===== config.mk =====
export PLATFORM = sky130hd
export DESIGN_NAME = compare_pipe_flat
export DESIGN_NICKNAME = d
export VERILOG_FILES = /design/src/rtl/cmp_pkg.sv /design/src/rtl/compare_pipe_if.sv /design/src/rtl/cmp_slice.sv /design/src/rtl/compare_pipe.sv /design/src/flat_wrapper.sv
export SDC_FILE = /design/constraint.sdc
export NUM_CORES = 1
export LEC_CHECK = 0
export BUFFER_PORTS_ARGS = -buffer_cell sky130_fd_sc_hd__buf_2
export CELL_PAD_IN_SITES_DETAIL_PLACEMENT = 1
export CELL_PAD_IN_SITES_GLOBAL_PLACEMENT = 1
export CORE_ASPECT_RATIO = 1.2
export CORE_MARGIN = 3
export CORE_UTILIZATION = 38
export DETAILED_ROUTE_END_ITERATION = 10
export MAX_ROUTING_LAYER = met4
export PLACE_DENSITY = 0.84
export SLEW_MARGIN = 20
export SYNTH_ARGS = -nofsm -noshare
export SYNTH_HDL_FRONTEND = slang
export SYNTH_SLANG_ARGS = --single-unit

===== constraint.sdc =====
create_clock -name CLK -period 3.46 [get_ports CLK]
set_clock_uncertainty 0.05 [all_clocks]
set_input_delay 0.173 -clock CLK [delete_from_list [all_inputs] [get_ports CLK]]
set_output_delay 0.173 -clock CLK [all_outputs]
set_load 0.02 [all_outputs]

===== src/rtl/cmp_pkg.sv =====
// Shared definitions for the pipelined comparator: operation encoding and
// the final flag-to-result decode.
package cmp_pkg;

  typedef logic [2:0] cmp_op_t;

  localparam cmp_op_t CMP_EQ = 3'd0;
  localparam cmp_op_t CMP_NE = 3'd1;
  localparam cmp_op_t CMP_LT = 3'd2;
  localparam cmp_op_t CMP_LE = 3'd3;
  localparam cmp_op_t CMP_GT = 3'd4;
  localparam cmp_op_t CMP_GE = 3'd5;

  // c = 1 iff I0 >= I1, e = 1 iff I0 == I1; reserved encodings give 0
  function automatic logic cmp_decode(cmp_op_t op, logic c, logic e);
    case (op)
      CMP_EQ:  return e;
      CMP_NE:  return ~e;
      CMP_LT:  return ~c;
      CMP_LE:  return ~c | e;
      CMP_GT:  return c & ~e;
      CMP_GE:  return c;
      default: return 1'b0;
    endcase
  endfunction

endpackage


===== src/rtl/compare_pipe_if.sv =====
// Valid/ready transaction bus of the comparator. The slave modport is the
// comparator's view, the master modport the producer/consumer side.
interface compare_pipe_if
  import cmp_pkg::*;
#(
  parameter int WIDTH = 8
) ();

  logic             I_VALID;
  logic             I_READY;
  logic [WIDTH-1:0] I0;
  logic [WIDTH-1:0] I1;
  cmp_op_t          OP;
  logic             SIGNED;
  logic             O_VALID;
  logic             O_READY;
  logic             O;

  modport slave  (input  I_VALID, I0, I1, OP, SIGNED, O_READY,
                  output I_READY, O_VALID, O);
  modport master (output I_VALID, I0, I1, OP, SIGNED, O_READY,
                  input  I_READY, O_VALID, O);

endinterface


===== src/rtl/cmp_slice.sv =====
// One pipeline stage of the comparator carry chain: resolves SLICE bits of
// A + B + cin and the running equality flag, then registers them. The last
// stage registers the decoded result instead of the flags.
module cmp_slice
  import cmp_pkg::*;
#(
  parameter int SLICE = 4,
  parameter bit LAST  = 1'b0
) (
  input  logic             clk,
  input  logic             rst,
  input  logic             en_i,
  input  logic             vld_i,
  input  logic [SLICE-1:0] a_i,
  input  logic [SLICE-1:0] b_i,
  input  logic             cin_i,
  input  logic             eq_i,
  input  cmp_op_t          op_i,
  output logic             vld_o,
  output logic             c_o,
  output logic             eq_o,
  output cmp_op_t          op_o,
  output logic             res_o
);

  logic c_d;
  logic eq_d;
  logic vld_q;

  // Only the carry out of the slice sum matters; sum bits are discarded
  assign c_d  = 1'(({1'b0, a_i} + {1'b0, b_i} + (SLICE+1)'(cin_i)) >> SLICE);
  // B is the inverted right operand, so equal slices show up as a == ~b
  assign eq_d = eq_i & (a_i == ~b_i);

  // Stage valid bit; holds while the pipeline is stalled
  always_ff @(posedge clk or posedge rst) begin
    if (rst)       vld_q <= 1'b0;
    else if (en_i) vld_q <= vld_i;
  end

  assign vld_o = vld_q;

  if (LAST) begin : g_last
    logic res_q;

    // Final stage: decode the complete flags straight into the output register
    always_ff @(posedge clk or posedge rst) begin
      if (rst)       res_q <= 1'b0;
      else if (en_i) res_q <= cmp_decode(op_i, c_d, eq_d);
    end

    assign res_o = res_q;
    assign c_o   = 1'b0;
    assign eq_o  = 1'b0;
    assign op_o  = CMP_EQ;
  end else begin : g_mid
    logic    c_q;
    logic    eq_q;
    cmp_op_t op_q;

    // Intermediate stage: carry, equality and the op travel to the next slice
    always_ff @(posedge clk or posedge rst) begin
      if (rst) begin
        c_q  <= 1'b0;
        eq_q <= 1'b0;
        op_q <= CMP_EQ;
      end else if (en_i) begin
        c_q  <= c_d;
        eq_q <= eq_d;
        op_q <= op_i;
      end
    end

    assign res_o = 1'b0;
    assign c_o   = c_q;
    assign eq_o  = eq_q;
    assign op_o  = op_q;
  end

endmodule


===== src/rtl/compare_pipe.sv =====
// Pipelined magnitude comparator: computes I0 - I1 as a carry chain split
// into WIDTH/SLICE registered segments. Carry out of the chain is I0 >= I1;
// a parallel equality chain gives I0 == I1. WIDTH must be a multiple of SLICE.
module compare_pipe
  import cmp_pkg::*;
#(
  parameter int WIDTH = 8,
  parameter int SLICE = 4
) (
  input  logic           CLK,
  input  logic           ASYNCRESET,
  compare_pipe_if.slave  bus
);

  localparam int STAGES = WIDTH / SLICE;

  logic             en;
  logic [WIDTH-1:0] a_w;
  logic [WIDTH-1:0] b_w;

  logic    [STAGES-1:0] vld_s;
  logic    [STAGES-1:0] c_s;
  logic    [STAGES-1:0] eq_s;
  logic    [STAGES-1:0] res_s;
  cmp_op_t [STAGES-1:0] op_s;

  // Flipping the MSBs maps two's complement onto biased unsigned order
  assign a_w = bus.I0 ^ {bus.SIGNED, {(WIDTH-1){1'b0}}};
  assign b_w = ~(bus.I1 ^ {bus.SIGNED, {(WIDTH-1){1'b0}}});

  // One global enable: every stage advances together, bubbles are kept
  assign en          = ~vld_s[STAGES-1] | bus.O_READY;
  assign bus.I_READY = en;
  assign bus.O_VALID = vld_s[STAGES-1];
  assign bus.O       = res_s[STAGES-1];

  for (genvar k = 0; k < STAGES; k++) begin : g_st
    localparam int W_IN = WIDTH - k*SLICE;

    logic [W_IN-1:0] opa;
    logic [W_IN-1:0] opb;
    logic            vld_in;
    logic            cin;
    logic            eq_in;
    cmp_op_t         op_in;

    if (k == 0) begin : g_head
      assign opa    = a_w;
      assign opb    = b_w;
      assign vld_in = bus.I_VALID;
      assign cin    = 1'b1;
      assign eq_in  = 1'b1;
      assign op_in  = bus.OP;
    end else begin : g_link
      assign opa    = g_st[k-1].g_rem.rem_a_q;
      assign opb    = g_st[k-1].g_rem.rem_b_q;
      assign vld_in = vld_s[k-1];
      assign cin    = c_s[k-1];
      assign eq_in  = eq_s[k-1];
      assign op_in  = op_s[k-1];
    end

    if (k < STAGES-1) begin : g_rem
      logic [W_IN-SLICE-1:0] rem_a_q;
      logic [W_IN-SLICE-1:0] rem_b_q;

      // Operand slices not yet consumed ride along with the token
      always_ff @(posedge CLK or posedge ASYNCRESET) begin
        if (ASYNCRESET) begin
          rem_a_q <= '0;
          rem_b_q <= '0;
        end else if (en) begin
          rem_a_q <= opa[W_IN-1:SLICE];
          rem_b_q <= opb[W_IN-1:SLICE];
        end
      end
    end

    cmp_slice #(
      .SLICE (SLICE),
      .LAST  (k == STAGES-1)
    ) u_slice (
      .clk   (CLK),
      .rst   (ASYNCRESET),
      .en_i  (en),
      .vld_i (vld_in),
      .a_i   (opa[SLICE-1:0]),
      .b_i   (opb[SLICE-1:0]),
      .cin_i (cin),
      .eq_i  (eq_in),
      .op_i  (op_in),
      .vld_o (vld_s[k]),
      .c_o   (c_s[k]),
      .eq_o  (eq_s[k]),
      .op_o  (op_s[k]),
      .res_o (res_s[k])
    );
  end

  // Tie-offs of the last stage flags and intermediate result ports
  logic unused_tie;
  assign unused_tie = ^{c_s, eq_s, op_s, res_s};

endmodule


===== src/flat_wrapper.sv =====
// flat-port wrapper written by rule: the top's interface ports become plain ports
module compare_pipe_flat import cmp_pkg::*;
#(
  parameter int WIDTH = 8,
  parameter int SLICE = 4
)
  (CLK, ASYNCRESET, bus_I_VALID, bus_I0, bus_I1, bus_OP, bus_SIGNED, bus_O_READY, bus_I_READY, bus_O_VALID, bus_O);
  compare_pipe_if #(.WIDTH(WIDTH)) bus_i ();
  input  logic CLK;
  input  logic ASYNCRESET;
  input wire logic [$bits(bus_i.I_VALID)-1:0] bus_I_VALID;
  input wire logic [$bits(bus_i.I0)-1:0] bus_I0;
  input wire logic [$bits(bus_i.I1)-1:0] bus_I1;
  input wire logic [$bits(bus_i.OP)-1:0] bus_OP;
  input wire logic [$bits(bus_i.SIGNED)-1:0] bus_SIGNED;
  input wire logic [$bits(bus_i.O_READY)-1:0] bus_O_READY;
  output wire logic [$bits(bus_i.I_READY)-1:0] bus_I_READY;
  output wire logic [$bits(bus_i.O_VALID)-1:0] bus_O_VALID;
  output wire logic [$bits(bus_i.O)-1:0] bus_O;
  assign bus_i.I_VALID = bus_I_VALID;
  assign bus_i.I0 = bus_I0;
  assign bus_i.I1 = bus_I1;
  assign bus_i.OP = bus_OP;
  assign bus_i.SIGNED = bus_SIGNED;
  assign bus_i.O_READY = bus_O_READY;
  assign bus_I_READY = bus_i.I_READY;
  assign bus_O_VALID = bus_i.O_VALID;
  assign bus_O = bus_i.O;
  compare_pipe #(.WIDTH(WIDTH), .SLICE(SLICE)) u_core (.CLK(CLK), .ASYNCRESET(ASYNCRESET), .bus(bus_i));
endmodule

==> results of run 1 <==
==> per-stage QoR <==
| stage | cell area, um2 | hold slack [ns] |
|---|---|---|
| 2_1_floorplan | 845.8 | 0.03674 |
| 4_1_cts | 1079 | 0.02494 |
| 5_1_grt | 1079 | 0.02344 |
| 6_report | 1079 | 0.02958 |
| 3_3_place_gp | 1002 | 0.2123 |
| 3_5_place_dp | 1002 | 0.2229 |
==> power by group through the flow <==
stage	registers, uW	clock network [uW]	logic (uW)
final	234	125	130
after floorplan	239	0	79.7
after global placement	236	0	118
after detailed placement	238	0	127
after global routing	238	139	147
after CTS	234	129	133
==> cell families (layout without fill, tap and decap cells) <==
family,Yosys count,after routing,share of synthesized area
buf+inv,12,43,0.05325
simple gates,34,34,0.1790
xor+xnor,3,3,0.03107
compound gates,20,20,0.1450
fa+ha+maj,8,8,0.1183
flops,16,16,0.4734
==> cell type report <==
type / instances / area (um2)
Timing Repair Buffer: 30 / 170.2
Tap cell: 30 / 37.54
Inverter: 9 / 33.78
Multi-Input combinational cell: 65 / 400.4
Fill cell: 274 / 1016
Sequential cell: 16 / 400.4
Clock buffer: 4 / 36.28
==> layout by cell type (no fill, tap or decap), types with 2 or more instances in the layout <==
cell type      count
a21oi_1            5
a311oi_1           2
a31oi_1            2
buf_2             26
clkbuf_4           3
dfrtp_1           16
dlygate4sd3_1      4
ha_1               8
inv_1              9
nand2_1           20
nand3_1            2
nor2_1             6
nor2b_1            2
o21ai_0            7
xor2_1             2
==> sequential cells by signal (all words and copies together), names as in the netlist <==
name and count:
u_core.g_st.g_rem.rem_a_q 4, u_core.g_st.g_rem.rem_b_q 4, u_core.g_st.u_slice.c_o 1, u_core.g_st.u_slice.eq_o 1, u_core.g_st.u_slice.op_o 3, u_core.g_st.u_slice.res_o 1, u_core.g_st.u_slice.vld_o 2
==> metal layers <==
layer  wire length (um)  track usage  up-vias
met5                  0            -        -
met4                 54       0.1057        0
met3                 84      0.02828        5
met2               1134       0.3123       21
met1                702       0.1523      384
li1                   -            -      374
==> worst paths after layout <==
| path | slack (ns) | to | depth (start not counted) | startpoint |
|---|---|---|---|---|
| setup / recovery | 1.21 | bus_I_READY | 3 | u_core.g_st[1].u_slice.vld_o |
| hold / removal | 0.03 | u_core.g_st[0].u_slice.op_o[1] | 3 | bus_OP[1] |
| setup reg to reg | 1.44 | u_core.g_st[1].u_slice.res_o | 5 | u_core.g_st[1].u_slice.vld_o |
| hold reg to reg | 0.44 | u_core.g_st[0].u_slice.eq_o | 2 | u_core.g_st[0].u_slice.eq_o |
| max in group asynchronous | 2.55 | u_core.g_st[0].u_slice.eq_o | 3 | ASYNCRESET |
| min in group asynchronous | 0.43 | u_core.g_st[0].u_slice.vld_o | 3 | ASYNCRESET |
==> critical path: stages, from the launching register on <==
cell     delay, ns
dfrtp_1       0.35
nor2b_1       0.58
inv_1         0.51
buf_2         0.29
==> metrics.md, run 1 <==
| Metric | Value |
|---|---|
| Outcome | completed |
| Post-synthesis cell count | 93 |
| Die Ht | 57.68 um |
| Clock Latency Late Sink | 0.29 ns |
| Area Overhead vs Synth | 27.51% |
| Wire length per cell | 12.83 um |
| P_sw | 153.8 uW |
| Starting Density | 0.4038 |
| DRC errors left | 0 |
| Drt pass-1 iters | 4 |
| H-tree depth | 1 |
| Core ar. | 2095 um2 |
| Pre-CTS setup slack | 1.475 ns |
| Setup ws final | 1.212 ns |
| Initial antenna violation count | 0 |
| Setup bufs post-CTS | 0 |
| Warnings, synthesis | 0 |
| Pin count of the biggest net entering global routing | 24 |
| Leak pwr | 0.0005605 uW |
| Hold Crit Class | in2reg |
| Max VDD drop | 0.2533 mV |
| Mapped cell area | 845.8 um2 |
| Final Core Density | 0.5149 |
| Worst Setup End Kind | primary output |
| Combinational share of power | 0.266 |
| Crit start category | flop |
| Sequential share of the synthesized area | 0.4734 |
| Diodes inserted | 0 |
| Fin. Hold Viols | 0 |
| Number of synthesized register bits | 16 |
| Row count | 18 |
| Netlist cell types | 22 |
| CTS Root Cell | clkbuf_4 |
| Die Wd | 49.07 um |
| Commonest cells in the netlist | nand2_1, dfrtp_1, inv_1 |
| Antenna viol nets, final | 0 |
| Finished Layout Cells | 154 |
| Nets@finish | 157 |
| Syn_nets | 125 |
| Worst Path Max Fanout | 23 |
| Avg Synthesized Cell Area | 9.095 um2 |
| EDFF count, synth | 0 |
| Routed via count | 784 |
| Critical path data required time | 3.24 ns |
| Gr ovfl total | 0 |
| CTS tree | yes |
| Final setup vio count | 0 |
| Ranking of synthesized cells by area | dfrtp_1, ha_1, nand2_1, o21ai_0, inv_1 |
| Max Slew Vio Count | 0 |
| Fin crit share | 0.6498 |
| WS Path Type | reg2out |
| Clock slew at reported path FFs | 0.09 ns |
| Vias in the first global route | 851 |
| Final min period | 2.248 ns |
| Power Density | 453.1 nW/um2 |
| Gpl congestion | 0.8213 |
| Global-route wire length before repair | 3450 um |
| Max transition margin | 0.5303 |
| CP Data Arrival Time | 2.03 ns |
| WL final | 1976 um |
| Switching part of the total power | 0.3147 |
| # hold bufs at CTS | 4 |
| Count leader, synth | nand2_1 |
| Post-synth ARST share | 1.000 |
| Synth area leader | dfrtp_1 |
| Primary FF master, synth | dfrtp_1 |
| Initial drt markers | 4 |
| Max clock buf depth | 2 |
| CTS Buf Count | 3 |
| Max cap viols | 0 |
| RSZ-0062 raised after global routing | false |
| # IOs | 27 |
| DIE AREA | 2830 um2 |
| Placed cell count | 146 |
| Final Power | 488.7 uW |
| CTS Sinks | 16 |
| Setup total negative slack | 0 ns |
| Clock network power share | 0.255 |
| Post-CTS Resized | 0 |
| Top cell type's share of synthesized area | 0.4734 |
| Final HPWL DP | 1538 um |
| Vias per inst | 5.091 |
| Worst-Margin Slew | 0.7031 ns |
| I/O Buffers | 26 |
| GRT Util Overall | 0.1658 |
| Sequential share of power | 0.479 |
| P_int | 334.9 uW |
| Max frequency | 0.4448 GHz |
| Fraction of layout cells with a size suffix above 1 | 0.2500 |
Power figures use the tool's default switching activity.
==> run 2, diff against run 1 <==
--- a/config.mk
+++ b/config.mk
@@ -5,15 +5,16 @@
 export SDC_FILE = /design/constraint.sdc
 export NUM_CORES = 1
 export LEC_CHECK = 0
+export ABC_AREA = 1
 export BUFFER_PORTS_ARGS = -buffer_cell sky130_fd_sc_hd__buf_2
 export CELL_PAD_IN_SITES_DETAIL_PLACEMENT = 1
 export CELL_PAD_IN_SITES_GLOBAL_PLACEMENT = 1
 export CORE_ASPECT_RATIO = 1.2
 export CORE_MARGIN = 3
-export CORE_UTILIZATION = 38
+export CORE_UTILIZATION = 36
 export DETAILED_ROUTE_END_ITERATION = 10
 export MAX_ROUTING_LAYER = met4
-export PLACE_DENSITY = 0.84
+export PLACE_DENSITY = 0.8
 export SLEW_MARGIN = 20
 export SYNTH_ARGS = -nofsm -noshare
 export SYNTH_HDL_FRONTEND = slang
==> constraint.sdc (replaced) <==
create_clock -name CLK -period 2.4 [get_ports CLK]
set_clock_uncertainty 0.05 [all_clocks]
set_input_delay 0.12 -clock CLK [delete_from_list [all_inputs] [get_ports CLK]]
set_output_delay 0.12 -clock CLK [all_outputs]
set_load 0.02 [all_outputs]
==> metrics.md, run 2 <==
| Metric | Value |
|---|---|
| Gpl congestion | 0.8399 (was 0.8213) |
| Post-synthesis cell count | 116 (was 93) |
| R2R depth | 13 (was 5) |
| Synth area leader | dfrtp_1 (unchanged) |
| # IOs | 27 (unchanged) |
| Setup total negative slack | 0 ns (unchanged) |
| Mapped cell area | 927.1 um2 (was 845.8 um2) |
| Post-synth ARST share | 1.000 (unchanged) |
| Initial drt markers | 6 (was 4) |
| Final min period | 1.616 ns |
| Crit start category | flop (unchanged) |
| Max frequency | 0.6188 GHz |
| Commonest cells in the netlist | nand2_1, dfrtp_1, inv_1 (unchanged) |
| Commonest non-fill, non-tap cell in the layout | nand2_1 (was buf_2) |
| Wire length per cell | 11.99 um (was 12.83 um) |
| Max clock buf depth | 2 (unchanged) |
| Slowest cell on crit path | dfrtp_1 (was nor2b_1) |
| Clock Latency Late Sink | 0.29 ns (about the same) |
| Die Wd | 52.33 um (was 49.07 um) |
| Warnings, synthesis | 0 (unchanged) |
| Hold path depth | 3 (unchanged) |
| Critical path, cell by cell | inv_1, nor2_4, inv_2, buf_2 (was nor2b_1, inv_1, buf_2) |
| Max cap viols | 0 (unchanged) |
| Worst Path Max Fanout | 17 (was 23) |
| Fin crit share | 0.6733 |
| Placed cell count | 171 (was 146) |
| Row count | 19 (was 18) |
| DP Area | 1076 um2 (was 1002 um2) |
| Nets@finish | 188 (was 157) |
| Global-route wire length before repair | 3698 um (was 3450 um) |
| Area Overhead vs Synth | 30.36% (was 27.51%) |
| Routed via count | 880 (was 784) |
| DIE AREA | 3223 um2 (was 2830 um2) |
| CTS Root Cell | clkbuf_4 (unchanged) |
| Ranking of synthesized cells by area | dfrtp_1, nand2_1, ha_1, inv_1, o21ai_0 (was dfrtp_1, ha_1, nand2_1, o21ai_0, inv_1) |
| Number of synthesized register bits | 16 (unchanged) |
| Core ar. | 2377 um2 (was 2095 um2) |
| Finished Cell Area | 1209 um2 (was 1079 um2) |
| Clock slew at reported path FFs | 0.09 ns (about the same) |
| Avg Synthesized Cell Area | 7.993 um2 (was 9.095 um2) |
| Final setup vio count | 0 (unchanged) |
| CP Data Arrival Time | 1.45 ns (was 2.03 ns) |
| Diodes inserted | 0 (unchanged) |
| Worst Setup End Kind | primary output (unchanged) |
| Final Power | 715.9 uW (was 488.7 uW) |
| H-tree depth | 1 (unchanged) |
| Final HPWL DP | 1680 um (was 1538 um) |
| Top cell type's share of synthesized area | 0.4318 (was 0.4734) |
| Syn_nets | 148 (was 125) |
| Pin count of the biggest net entering global routing | 18 (was 24) |
| Vias per inst | 4.757 (was 5.091) |
| Max Slew Vio Count | 0 (unchanged) |
| Outcome | completed (unchanged) |
| Hold Crit Class | in2reg (unchanged) |
| Starting Density | 0.3900 (was 0.4038) |
| RSZ-0062 raised after global routing | false (unchanged) |
| CTS Sinks | 16 (unchanged) |
| Die Ht | 61.59 um (was 57.68 um) |
| Crit path largest cell delay | 0.37 ns (was 0.58 ns) |
| I/O Buffers | 26 (unchanged) |
| Worst-Margin Slew | 0.5947 ns (was 0.7031 ns) |
| Power Density | 592.3 nW/um2 (was 453.1 nW/um2) |
| Post-CTS Resized | 0 (unchanged) |
| CTS tree | yes (unchanged) |
| Critical path data required time | 2.23 ns (was 3.24 ns) |
| Gr ovfl total | 0 (unchanged) |
| Sequential share of the synthesized area | 0.4318 (was 0.4734) |
| CTS Buf Count | 3 (unchanged) |
| Primary FF master, synth | dfrtp_1 (unchanged) |
| WS Path Type | reg2out (unchanged) |
| WL final | 2219 um (was 1976 um) |
| Antenna viol nets, final | 0 (unchanged) |
| EDFF count, synth | 0 (unchanged) |
| Initial antenna violation count | 0 (unchanged) |
| Drt pass-1 iters | 4 (unchanged) |
| Count leader, synth | nand2_1 (unchanged) |
| Commonest cells after routing, fill and taps aside | nand2_1, buf_2, dfrtp_1, inv_1, dlygate4sd3_1 (was buf_2, nand2_1, dfrtp_1, inv_1, ha_1) |
| Netlist cell types | 20 (was 22) |
| Max transition margin | 0.6031 (was 0.5303) |
| Finished Layout Cells | 185 (was 154) |
| DRC errors left | 0 (unchanged) |
| Leak pwr | 0.0006603 uW (was 0.0005605 uW) |
| GRT Util Overall | 0.1609 (was 0.1658) |
| Fraction of layout cells with a size suffix above 1 | 0.2597 (was 0.2500) |
| Fin. Hold Viols | 0 (unchanged) |
| Max VDD drop | 0.2919 mV (was 0.2533 mV) |
| Vias in the first global route | 913 (was 851) |
run 2: stage by stage:
stage / setup slack (ns) / utilization / hold slack [ns]
floorplan: 0.9634 / - / -0.01626
global placement: 0.9010 / 0.4526 / 0.1727
detailed placement: 0.8091 / 0.4526 / 0.1763
CTS: 0.7683 / 0.5084 / 0.06517
global route: 0.6423 / 0.5084 / 0.1044
finish: 0.7840 / 0.5084 / 0.06220
run 2: metal layers:
layer,wire (um),GRT usage,vias to the layer above
li1,-,-,437
met1,888,0.1597,418
met2,1204,0.3032,22
met4,29,0.08759,0
met5,0,-,-
met3,95,0.01695,3
run 2: final timing paths:
| path | startpoint | slack [ns] | to |
|---|---|---|---|
| worst max register to register | u_core.g_st[0].g_rem.rem_b_q[0] | 0.81 | u_core.g_st[1].u_slice.res_o |
| worst min-delay path | bus_I0[7] | 0.06 | u_core.g_st[0].g_rem.rem_a_q[3] |
| worst min register to register | u_core.g_st[0].u_slice.vld_o | 0.42 | u_core.g_st[1].u_slice.vld_o |
| worst max-delay path | u_core.g_st[1].u_slice.vld_o | 0.78 | bus_I_READY |
| max in group asynchronous | ASYNCRESET | 1.52 | u_core.g_st[0].u_slice.op_o[2] |
| min in group asynchronous | ASYNCRESET | 0.39 | u_core.g_st[1].u_slice.res_o |
run 2: area by class of cell:
type                            instances  area [um2]
Clock buffer                            3       22.52
Inverter                               18       67.56
Tap cell                               31       38.79
Fill cell                             301        1169
Timing Repair Buffer                   37       240.2
Multi-Input combinational cell         80       439.2
Sequential cell                        16       400.4
run 2: what timing repair did:
item / in CTS / in global routing
setup buffers: 0 / 0
hold buffers: 11 / 0
endpoints found under the hold margin: 26 / 0
run 2: power breakdown:
| part | total, uW | switching (uW) | leakage [uW] | internal [uW] |
|---|---|---|---|---|
| combinational | 236 | 140 | 0.000454 | 96.0 |
| clock | 140 | 81.5 | 0.0000138 | 58.4 |
| sequential | 340 | 28.7 | 0.000192 | 311 |
run 2: cells by family (layout without fill, tap and decap cells):
kind of cell | after synthesis | after routing | synth area share
AND/OR/NAND/NOR | 56 | 56 | 0.2699
buffers and inverters | 20 | 58 | 0.09445
XOR/XNOR | 2 | 2 | 0.01890
AO/OA/AOI/OAI | 14 | 14 | 0.07692
adder cells (fa/ha/maj) | 8 | 8 | 0.1080
flip-flops | 16 | 16 | 0.4318
run 2: critical path, delay by kind of cell, from the launching register on:
family | cells | cell delay [ns]
buffers and inverters | 3 | 0.50
AND/OR/NAND/NOR | 1 | 0.29
flip-flops | 1 | 0.37
